[src/rtl/sort_pkg.sv]
// Shared definitions for the bitonic sorter and the blocks that feed it.
package sort_pkg;

  localparam int DEF_WIDTH = 32;
  localparam int DEF_DEPTH = 8;

  typedef logic [DEF_DEPTH-1:0][DEF_WIDTH-1:0] vec_t;

  // Width of an index into n entries, never narrower than one bit.
  function automatic int id_w(input int n);
    return (n < 2) ? 1 : $clog2(n);
  endfunction

endpackage

[src/rtl/sort_arbiter_if.sv]
// Bundle of requester, sorter-side and response signals for sort_arbiter.
interface sort_arbiter_if #(
  parameter int WIDTH        = 32,
  parameter int DEPTH        = 8,
  parameter int NREQ         = 4,
  parameter int MAX_INFLIGHT = 4
);
  import sort_pkg::*;

  localparam int IDW  = id_w(NREQ);
  localparam int CNTW = $clog2(MAX_INFLIGHT) + 1;

  // Requester i transfers in any cycle with req_valid[i] && req_ready[i]. req_ready is
  // combinational from req_valid, so req_valid must never wait on req_ready. Sorter and
  // response sides are strobes with no back-pressure: a valid is consumed the cycle it is high.
  logic [NREQ-1:0]                        req_valid;
  logic [NREQ-1:0]                        req_ready;
  logic [NREQ-1:0][DEPTH-1:0][WIDTH-1:0]  req_data;
  logic                                   hold;

  logic                                   srt_valid_in;
  logic [DEPTH-1:0][WIDTH-1:0]            srt_unsorted;
  logic                                   srt_valid_out;
  logic [DEPTH-1:0][WIDTH-1:0]            srt_sorted;

  logic                                   rsp_valid;
  logic [IDW-1:0]                         rsp_id;
  logic [DEPTH-1:0][WIDTH-1:0]            rsp_data;
  logic [CNTW-1:0]                        inflight;
  logic                                   err_orphan;
  logic [IDW-1:0]                         rr_ptr;

  modport master (
    output req_valid, req_data, hold, srt_valid_out, srt_sorted,
    input  req_ready, srt_valid_in, srt_unsorted, rsp_valid, rsp_id, rsp_data,
           inflight, err_orphan, rr_ptr
  );

  modport slave (
    input  req_valid, req_data, hold, srt_valid_out, srt_sorted,
    output req_ready, srt_valid_in, srt_unsorted, rsp_valid, rsp_id, rsp_data,
           inflight, err_orphan, rr_ptr
  );

endinterface

[src/rtl/sort_arbiter_rr.sv]
// Combinational round-robin picker: first requester at or after ptr, wrapping at NREQ.
module rr_arbiter
  import sort_pkg::*;
#(
  parameter int NREQ = 4,
  parameter int IDW  = id_w(NREQ)
) (
  input  logic [NREQ-1:0] req,
  input  logic [IDW-1:0]  ptr,
  input  logic            en,
  output logic [NREQ-1:0] gnt,
  output logic [IDW-1:0]  gnt_id
);

  localparam logic [IDW:0] NREQ_W = (IDW+1)'(NREQ);

  logic           found;
  logic [IDW:0]   sum;
  logic [IDW-1:0] idx;

  always_comb begin
    gnt    = '0;
    gnt_id = '0;
    found  = 1'b0;
    sum    = '0;
    idx    = '0;
    for (int k = 0; k < NREQ; k++) begin
      sum = {1'b0, ptr} + (IDW+1)'(k);
      if (sum >= NREQ_W) sum = sum - NREQ_W;
      idx = sum[IDW-1:0];
      if (en && !found && req[idx]) begin
        found       = 1'b1;
        gnt[idx]    = 1'b1;
        gnt_id      = idx;
      end
    end
  end

endmodule

[src/rtl/sort_arbiter.sv]
// Shares one in-order sorter between NREQ requesters; tags each issued vector with its
// requester ID in a FIFO and returns sorted results with that ID.
module sort_arbiter
  import sort_pkg::*;
#(
  parameter int WIDTH        = 32,
  parameter int DEPTH        = 8,
  parameter int NREQ         = 4,
  parameter int MAX_INFLIGHT = 4
) (
  input  logic           clk,
  input  logic           rst,
  sort_arbiter_if.slave  bus
);

  localparam int IDW  = id_w(NREQ);
  localparam int PW   = id_w(MAX_INFLIGHT);
  localparam int CNTW = $clog2(MAX_INFLIGHT) + 1;
  localparam logic [CNTW-1:0] MAX_CNT = CNTW'(MAX_INFLIGHT);
  localparam logic [IDW-1:0]  LAST_ID = IDW'(NREQ - 1);

  logic [IDW-1:0]  rr_ptr;
  logic [IDW-1:0]  gnt_id;
  logic [NREQ-1:0] gnt;
  logic            can_issue;
  logic            push;
  logic            pop;

  logic [IDW-1:0]  tag_mem [MAX_INFLIGHT];
  logic [PW-1:0]   wr_ptr;
  logic [PW-1:0]   rd_ptr;
  logic [CNTW-1:0] inflight;

  // A result leaving the sorter this cycle frees its slot for a same-cycle grant.
  assign can_issue = !rst && !bus.hold && ((inflight < MAX_CNT) || bus.srt_valid_out);
  assign push      = |gnt;
  assign pop       = bus.srt_valid_out && (inflight != '0);

  rr_arbiter #(.NREQ(NREQ), .IDW(IDW)) u_rr (
    .req    (bus.req_valid),
    .ptr    (rr_ptr),
    .en     (can_issue),
    .gnt    (gnt),
    .gnt_id (gnt_id)
  );

  assign bus.req_ready = gnt;
  assign bus.inflight  = inflight;
  assign bus.rr_ptr    = rr_ptr;

  always_ff @(posedge clk) begin
    if (rst) begin
      rr_ptr           <= '0;
      wr_ptr           <= '0;
      rd_ptr           <= '0;
      inflight         <= '0;
      bus.srt_valid_in <= 1'b0;
      bus.srt_unsorted <= '0;
      bus.rsp_valid    <= 1'b0;
      bus.rsp_id       <= '0;
      bus.rsp_data     <= '0;
      bus.err_orphan   <= 1'b0;
    end else begin
      if (push) begin
        rr_ptr           <= (gnt_id == LAST_ID) ? '0 : gnt_id + 1'b1;
        wr_ptr           <= wr_ptr + 1'b1;
        bus.srt_unsorted <= bus.req_data[gnt_id];
      end
      bus.srt_valid_in <= push;

      if (pop) begin
        rd_ptr       <= rd_ptr + 1'b1;
        bus.rsp_id   <= tag_mem[rd_ptr];
        bus.rsp_data <= bus.srt_sorted;
      end
      bus.rsp_valid <= pop;

      case ({push, pop})
        2'b10:   inflight <= inflight + 1'b1;
        2'b01:   inflight <= inflight - 1'b1;
        default: inflight <= inflight;
      endcase

      // A sorter result with no outstanding tag cannot be attributed; flag it until reset.
      if (bus.srt_valid_out && (inflight == '0)) bus.err_orphan <= 1'b1;
    end
  end

  always_ff @(posedge clk) begin
    if (push) tag_mem[wr_ptr] <= gnt_id;
  end

  inflight_bound: assert property (@(posedge clk) disable iff (rst) inflight <= MAX_CNT);
  single_grant:   assert property (@(posedge clk) $onehot0(gnt));

endmodule

[src/flat_wrapper.sv]
// flat-port wrapper written by rule: the top's interface ports become plain ports
module sort_arbiter_flat import sort_pkg::*;
#(
  parameter int WIDTH        = 32,
  parameter int DEPTH        = 8,
  parameter int NREQ         = 4,
  parameter int MAX_INFLIGHT = 4
)
  (clk, rst, bus_req_valid, bus_req_data, bus_hold, bus_srt_valid_out, bus_srt_sorted, bus_req_ready, bus_srt_valid_in, bus_srt_unsorted, bus_rsp_valid, bus_rsp_id, bus_rsp_data, bus_inflight, bus_err_orphan, bus_rr_ptr);
  sort_arbiter_if #(.WIDTH(WIDTH), .DEPTH(DEPTH), .NREQ(NREQ), .MAX_INFLIGHT(MAX_INFLIGHT)) bus_i ();
  input  logic clk;
  input  logic rst;
  input wire logic [$bits(bus_i.req_valid)-1:0] bus_req_valid;
  input wire logic [$bits(bus_i.req_data)-1:0] bus_req_data;
  input wire logic [$bits(bus_i.hold)-1:0] bus_hold;
  input wire logic [$bits(bus_i.srt_valid_out)-1:0] bus_srt_valid_out;
  input wire logic [$bits(bus_i.srt_sorted)-1:0] bus_srt_sorted;
  output wire logic [$bits(bus_i.req_ready)-1:0] bus_req_ready;
  output wire logic [$bits(bus_i.srt_valid_in)-1:0] bus_srt_valid_in;
  output wire logic [$bits(bus_i.srt_unsorted)-1:0] bus_srt_unsorted;
  output wire logic [$bits(bus_i.rsp_valid)-1:0] bus_rsp_valid;
  output wire logic [$bits(bus_i.rsp_id)-1:0] bus_rsp_id;
  output wire logic [$bits(bus_i.rsp_data)-1:0] bus_rsp_data;
  output wire logic [$bits(bus_i.inflight)-1:0] bus_inflight;
  output wire logic [$bits(bus_i.err_orphan)-1:0] bus_err_orphan;
  output wire logic [$bits(bus_i.rr_ptr)-1:0] bus_rr_ptr;
  assign bus_i.req_valid = bus_req_valid;
  assign bus_i.req_data = bus_req_data;
  assign bus_i.hold = bus_hold;
  assign bus_i.srt_valid_out = bus_srt_valid_out;
  assign bus_i.srt_sorted = bus_srt_sorted;
  assign bus_req_ready = bus_i.req_ready;
  assign bus_srt_valid_in = bus_i.srt_valid_in;
  assign bus_srt_unsorted = bus_i.srt_unsorted;
  assign bus_rsp_valid = bus_i.rsp_valid;
  assign bus_rsp_id = bus_i.rsp_id;
  assign bus_rsp_data = bus_i.rsp_data;
  assign bus_inflight = bus_i.inflight;
  assign bus_err_orphan = bus_i.err_orphan;
  assign bus_rr_ptr = bus_i.rr_ptr;
  sort_arbiter #(.WIDTH(WIDTH), .DEPTH(DEPTH), .NREQ(NREQ), .MAX_INFLIGHT(MAX_INFLIGHT)) u_core (.clk(clk), .rst(rst), .bus(bus_i));
endmodule
[config.mk]
export PLATFORM = sky130hd
export DESIGN_NAME = sort_arbiter_flat
export DESIGN_NICKNAME = d
export VERILOG_FILES = /design/src/rtl/sort_pkg.sv /design/src/rtl/sort_arbiter_if.sv /design/src/rtl/sort_arbiter_rr.sv /design/src/rtl/sort_arbiter.sv /design/src/flat_wrapper.sv
export SDC_FILE = /design/constraint.sdc
export NUM_CORES = 2
export LEC_CHECK = 0
export ABC_AREA = 1
export CORE_AREA = 2 2 710 712
export DETAILED_ROUTE_END_ITERATION = 8
export DIE_AREA = 0 0 712 714
export GPL_TIMING_DRIVEN = 0
export PLACE_DENSITY_LB_ADDON = 0.25
export SYNTH_ARGS = -nofsm -noshare
export SYNTH_HDL_FRONTEND = slang
export SYNTH_SLANG_ARGS = --single-unit
[constraint.sdc]
create_clock -name clk -period 3.8 [get_ports clk]
set_input_delay 1.14 -clock clk [delete_from_list [all_inputs] [get_ports clk]]
set_output_delay 1.14 -clock clk [all_outputs]
set_load 0.01 [all_outputs]
==> results.toml <==
[detailed_routing]
final_antenna_net_count = 1
drt_iter0_drc = 2853
vias = 43522
drt-total-wl_mm = 409.2
post-route-drc-count = 0
wl_per_cell_um = 29.21
viasPerCell = 3.107
drt_pass1_iterations = 6

[run_status]
status = "finished, violations left"
violations = "antenna rules"

[power_and_ir_drop]
pwr_density_cell_nw_per_um2 = 790.8
p_seq_frac = 0.187
clkPwrFrac = 0.179
swShare = 0.5178
p_leak_nw = 24.89
p_int_mw = 23.91
ir_worst_vdd_v = 0.0003243
pwr-share-comb = 0.635
p_sw_mw = 25.68

[finish]
area.growth.synth_to_final_pct = 99.51
multiInputGateArea_sq_um = 17420
final_nets = 8461
stdcell_count = 14007
stdcell_area_sq_um = 62710
fillers = 58640
seqCellArea_sq_um = 10780
drive_gt1_frac = 0.07658

[die]
core-area_sq_um = 500300
start_util = 0.06282
rows = 260
fp.dieArea_sq_um = 508400
io_pins = 1814
die_y_um = 714
chipWidth_um = 712

[clock_tree]
cts_made_buffers = 88
cts-root-buf = "clkbuf_16"
clkTransAtPathRegs_ns = 0.06
cts_sinks = 534
clkLatencyLatePin_ns = 0.84
htreeDepth = 3
ctsLongestPathBuffers = 4
cts_tree = "yes"

[synthesis]
yosys_warnings = 0
ys_seq_area_frac = 0.3427
syn_avg_cell_area_sq_um = 6.020
synthTopCellsByArea = "dfxtp_1 (34%), nand2_1 (13%), nor2_1 (13%)"
synthTopCellsByCount = "nand2_1 (1063), nor2_1 (1053), nand3_1 (789)"
synth_seq_cells = 534
syn_inst = 5221
synthArstFlopShare = 0
synth_cell_types = 27
syn_area_sq_um = 31430
synth.most_common_cell = "nand2_1"
syn_nets = 6524
yosysTopAreaCellShare = 0.3350
synth_edf_count = 8
synth_area_leader_cell = "dfxtp_1"
ys.flop_type = "dfxtp_1"

[timing]
grt_setup_unrepaired = "true"
fin_crit_sh = 0.9658
setup_viol = 0
tightest_slew_ns = 1.199
fin_crit_ns = 3.670
finalHoldViolations = 0
slew_viol_final = 0
max_freq_mhz = 272.5
max_slew_margin = 0.2004
finClkSkew_ns = 0.06340

[worst_setup_path]
rr_endpoint = "u_core.bus.srt_unsorted[121]"
rr_startpoint = "u_core.bus.rr_ptr[1]"
startpoint = "rst"
endpoint = "bus_req_ready[3]"
arrival_ns = 2.53
reg2reg_depth = 16
path_class = "in2out"
path_buf_inv = 4
r2r_slack_ns = 0.25
path_depth = 10
crit_top_cell = "nor2_4"
crit_fanout = 7
critical-path-top-delay-family = "simple AND/OR/NAND/NOR gates"
worst_path_largest_cell_delay_ns = 0.30
worstPathRequired_ns = 2.66
path_cells = "dlygate4sd2_1, inv_2, nand2_2, nor2_4, buf_12, nand3_4, nor2_4, nand2_1, nand3_2, buf_6"
critical_path.slowest_cell = "dlygate4sd2_1"
cp-start-kind = "input pin"
critPathCaptureType = "primary output"

[global_route]
grt_antenna_before_repair = 201
grt_use_total = 0.1539
grt_pass1_vias = 42752
grt_max_degree = 17
grt_pass1_wl_mm = 499.8
globalRoute.totalOverflow = 0

[placed_design]
port_buffers = 1813
placed_area_sq_um = 58240
gp_congestion = 0.9133
hpwlAfterDp_mm = 359.4
placedCellCount = 13727

[hold_path]
worstHoldPathType = "reg2reg"

[job]
drv_cap = 0
[per-layer routing]
metal / share of wire / GRT usage
met5: 0.0015 / 0
met4: 0.036 / 0.04817
met3: 0.073 / 0.04340
met2: 0.53 / 0.2950
met1: 0.36 / 0.1603
[state kept, by name, indices dropped and copies added (netlist names)]
signal	flops
u_core.bus.rsp_data	256
u_core.bus.srt_unsorted	256
u_core.tag_mem	8
u_core.bus.inflight	3
u_core.bus.rr_ptr	2
u_core.bus.rsp_id	2
u_core.rd_ptr	2
u_core.wr_ptr	2
u_core.bus.err_orphan	1
u_core.bus.rsp_valid	1
u_core.bus.srt_valid_in	1
[final cells by class]
type	instances	share of cell area
inverters	542	0.03270
clock inverters	39	0.008640
well taps	6681	0.1333
multi-input cells	3722	0.2778
plain buffers	423	0.03416
clock buffers	114	0.03891
repair buffers	1847	0.2984
flip-flops and latches	534	0.1719
diodes	105	0.004190
[stage by stage]
step	worst slack [ns]	TNS, ns	util	hold WS (ns)	power (mW)
floorplan	0.2152	0	-	0.4755	21.47
global placement	-4.269	-1325.03	0.1158	0.4526	40.91
detailed placement	-3.799	-887.64	0.1164	0.4616	41.04
CTS	-0.01496	-0.02820	0.1246	0.4798	51.41
global route	-0.01262	-0.01262	0.1251	0.5039	53.08
finish	0.1299	0	0.1253	0.4771	49.59
[logic make-up (layout without fill, tap and decap cells)]
logic type,count (synthesis),count (layout),synth area share
buffers and inverters,965,2965,0.1234
and+or+nand+nor,3171,3171,0.4417
other,0,105,0
DFF,534,534,0.3427
adders and majority gates,15,15,0.006210
AOI/OAI and AO/OA,536,536,0.08598
[repair_timing]
item                                    CTS  global route
hold buffers                              0             0
gates resized for setup                 297            16
buffers inserted                         18             4
endpoints found under the setup margin  306            13
pin swaps                                18             6
[power groups by stage]
stage	Sequential, mW	Clock (mW)	Combinational, mW
final	9.25	8.86	31.5
after global routing	9.49	9.40	34.2
after CTS	9.26	9.29	32.9
after detailed placement	9.35	0	31.7
after global placement	9.32	0	31.6
after floorplan	10.0	0	11.5
[worst min path at each step]
stage	from	end	slack, ns	cells after the start
4_1_cts	u_core.bus.err_orphan	u_core.bus.err_orphan	0.48	1
5_1_grt	u_core.bus.err_orphan	u_core.bus.err_orphan	0.50	1
2_1_floorplan	u_core.wr_ptr[1]	u_core.wr_ptr[1]	0.48	2
3_5_place_dp	u_core.bus.err_orphan	u_core.bus.err_orphan	0.46	1
6_report	u_core.bus.err_orphan	u_core.bus.err_orphan	0.48	1
3_3_place_gp	u_core.bus.err_orphan	u_core.bus.err_orphan	0.45	1
[cells in the final DEF, fill, tap and decap left out, types with 7 or more instances in the layout]
| cell type | n |
|---|---|
| clkdlybuf4s50_1 | 1801 |
| nand2_1 | 1047 |
| nor2_1 | 1015 |
| nand3_1 | 760 |
| inv_1 | 535 |
| dfxtp_1 | 524 |
| o21ai_0 | 267 |
| nand3b_1 | 256 |
| a21oi_1 | 240 |
| clkbuf_1 | 170 |
| buf_2 | 162 |
| diode_2 | 105 |
| clkbuf_16 | 88 |
| buf_4 | 44 |
| clkbuf_2 | 34 |
| nor2_4 | 25 |
| nand3_2 | 19 |
| a21oi_2 | 19 |
| buf_6 | 17 |
| clkbuf_8 | 15 |
| nor2_2 | 15 |
| nand2_2 | 14 |
| ha_1 | 13 |
| buf_12 | 13 |
| clkinv_2 | 12 |
| nand3_4 | 11 |
| buf_1 | 11 |
| bufinv_16 | 11 |
| buf_8 | 8 |
| dlygate4sd2_1 | 8 |
| edfxtp_1 | 8 |
| clkinvlp_4 | 7 |
(Power assumes the default switching activity.)
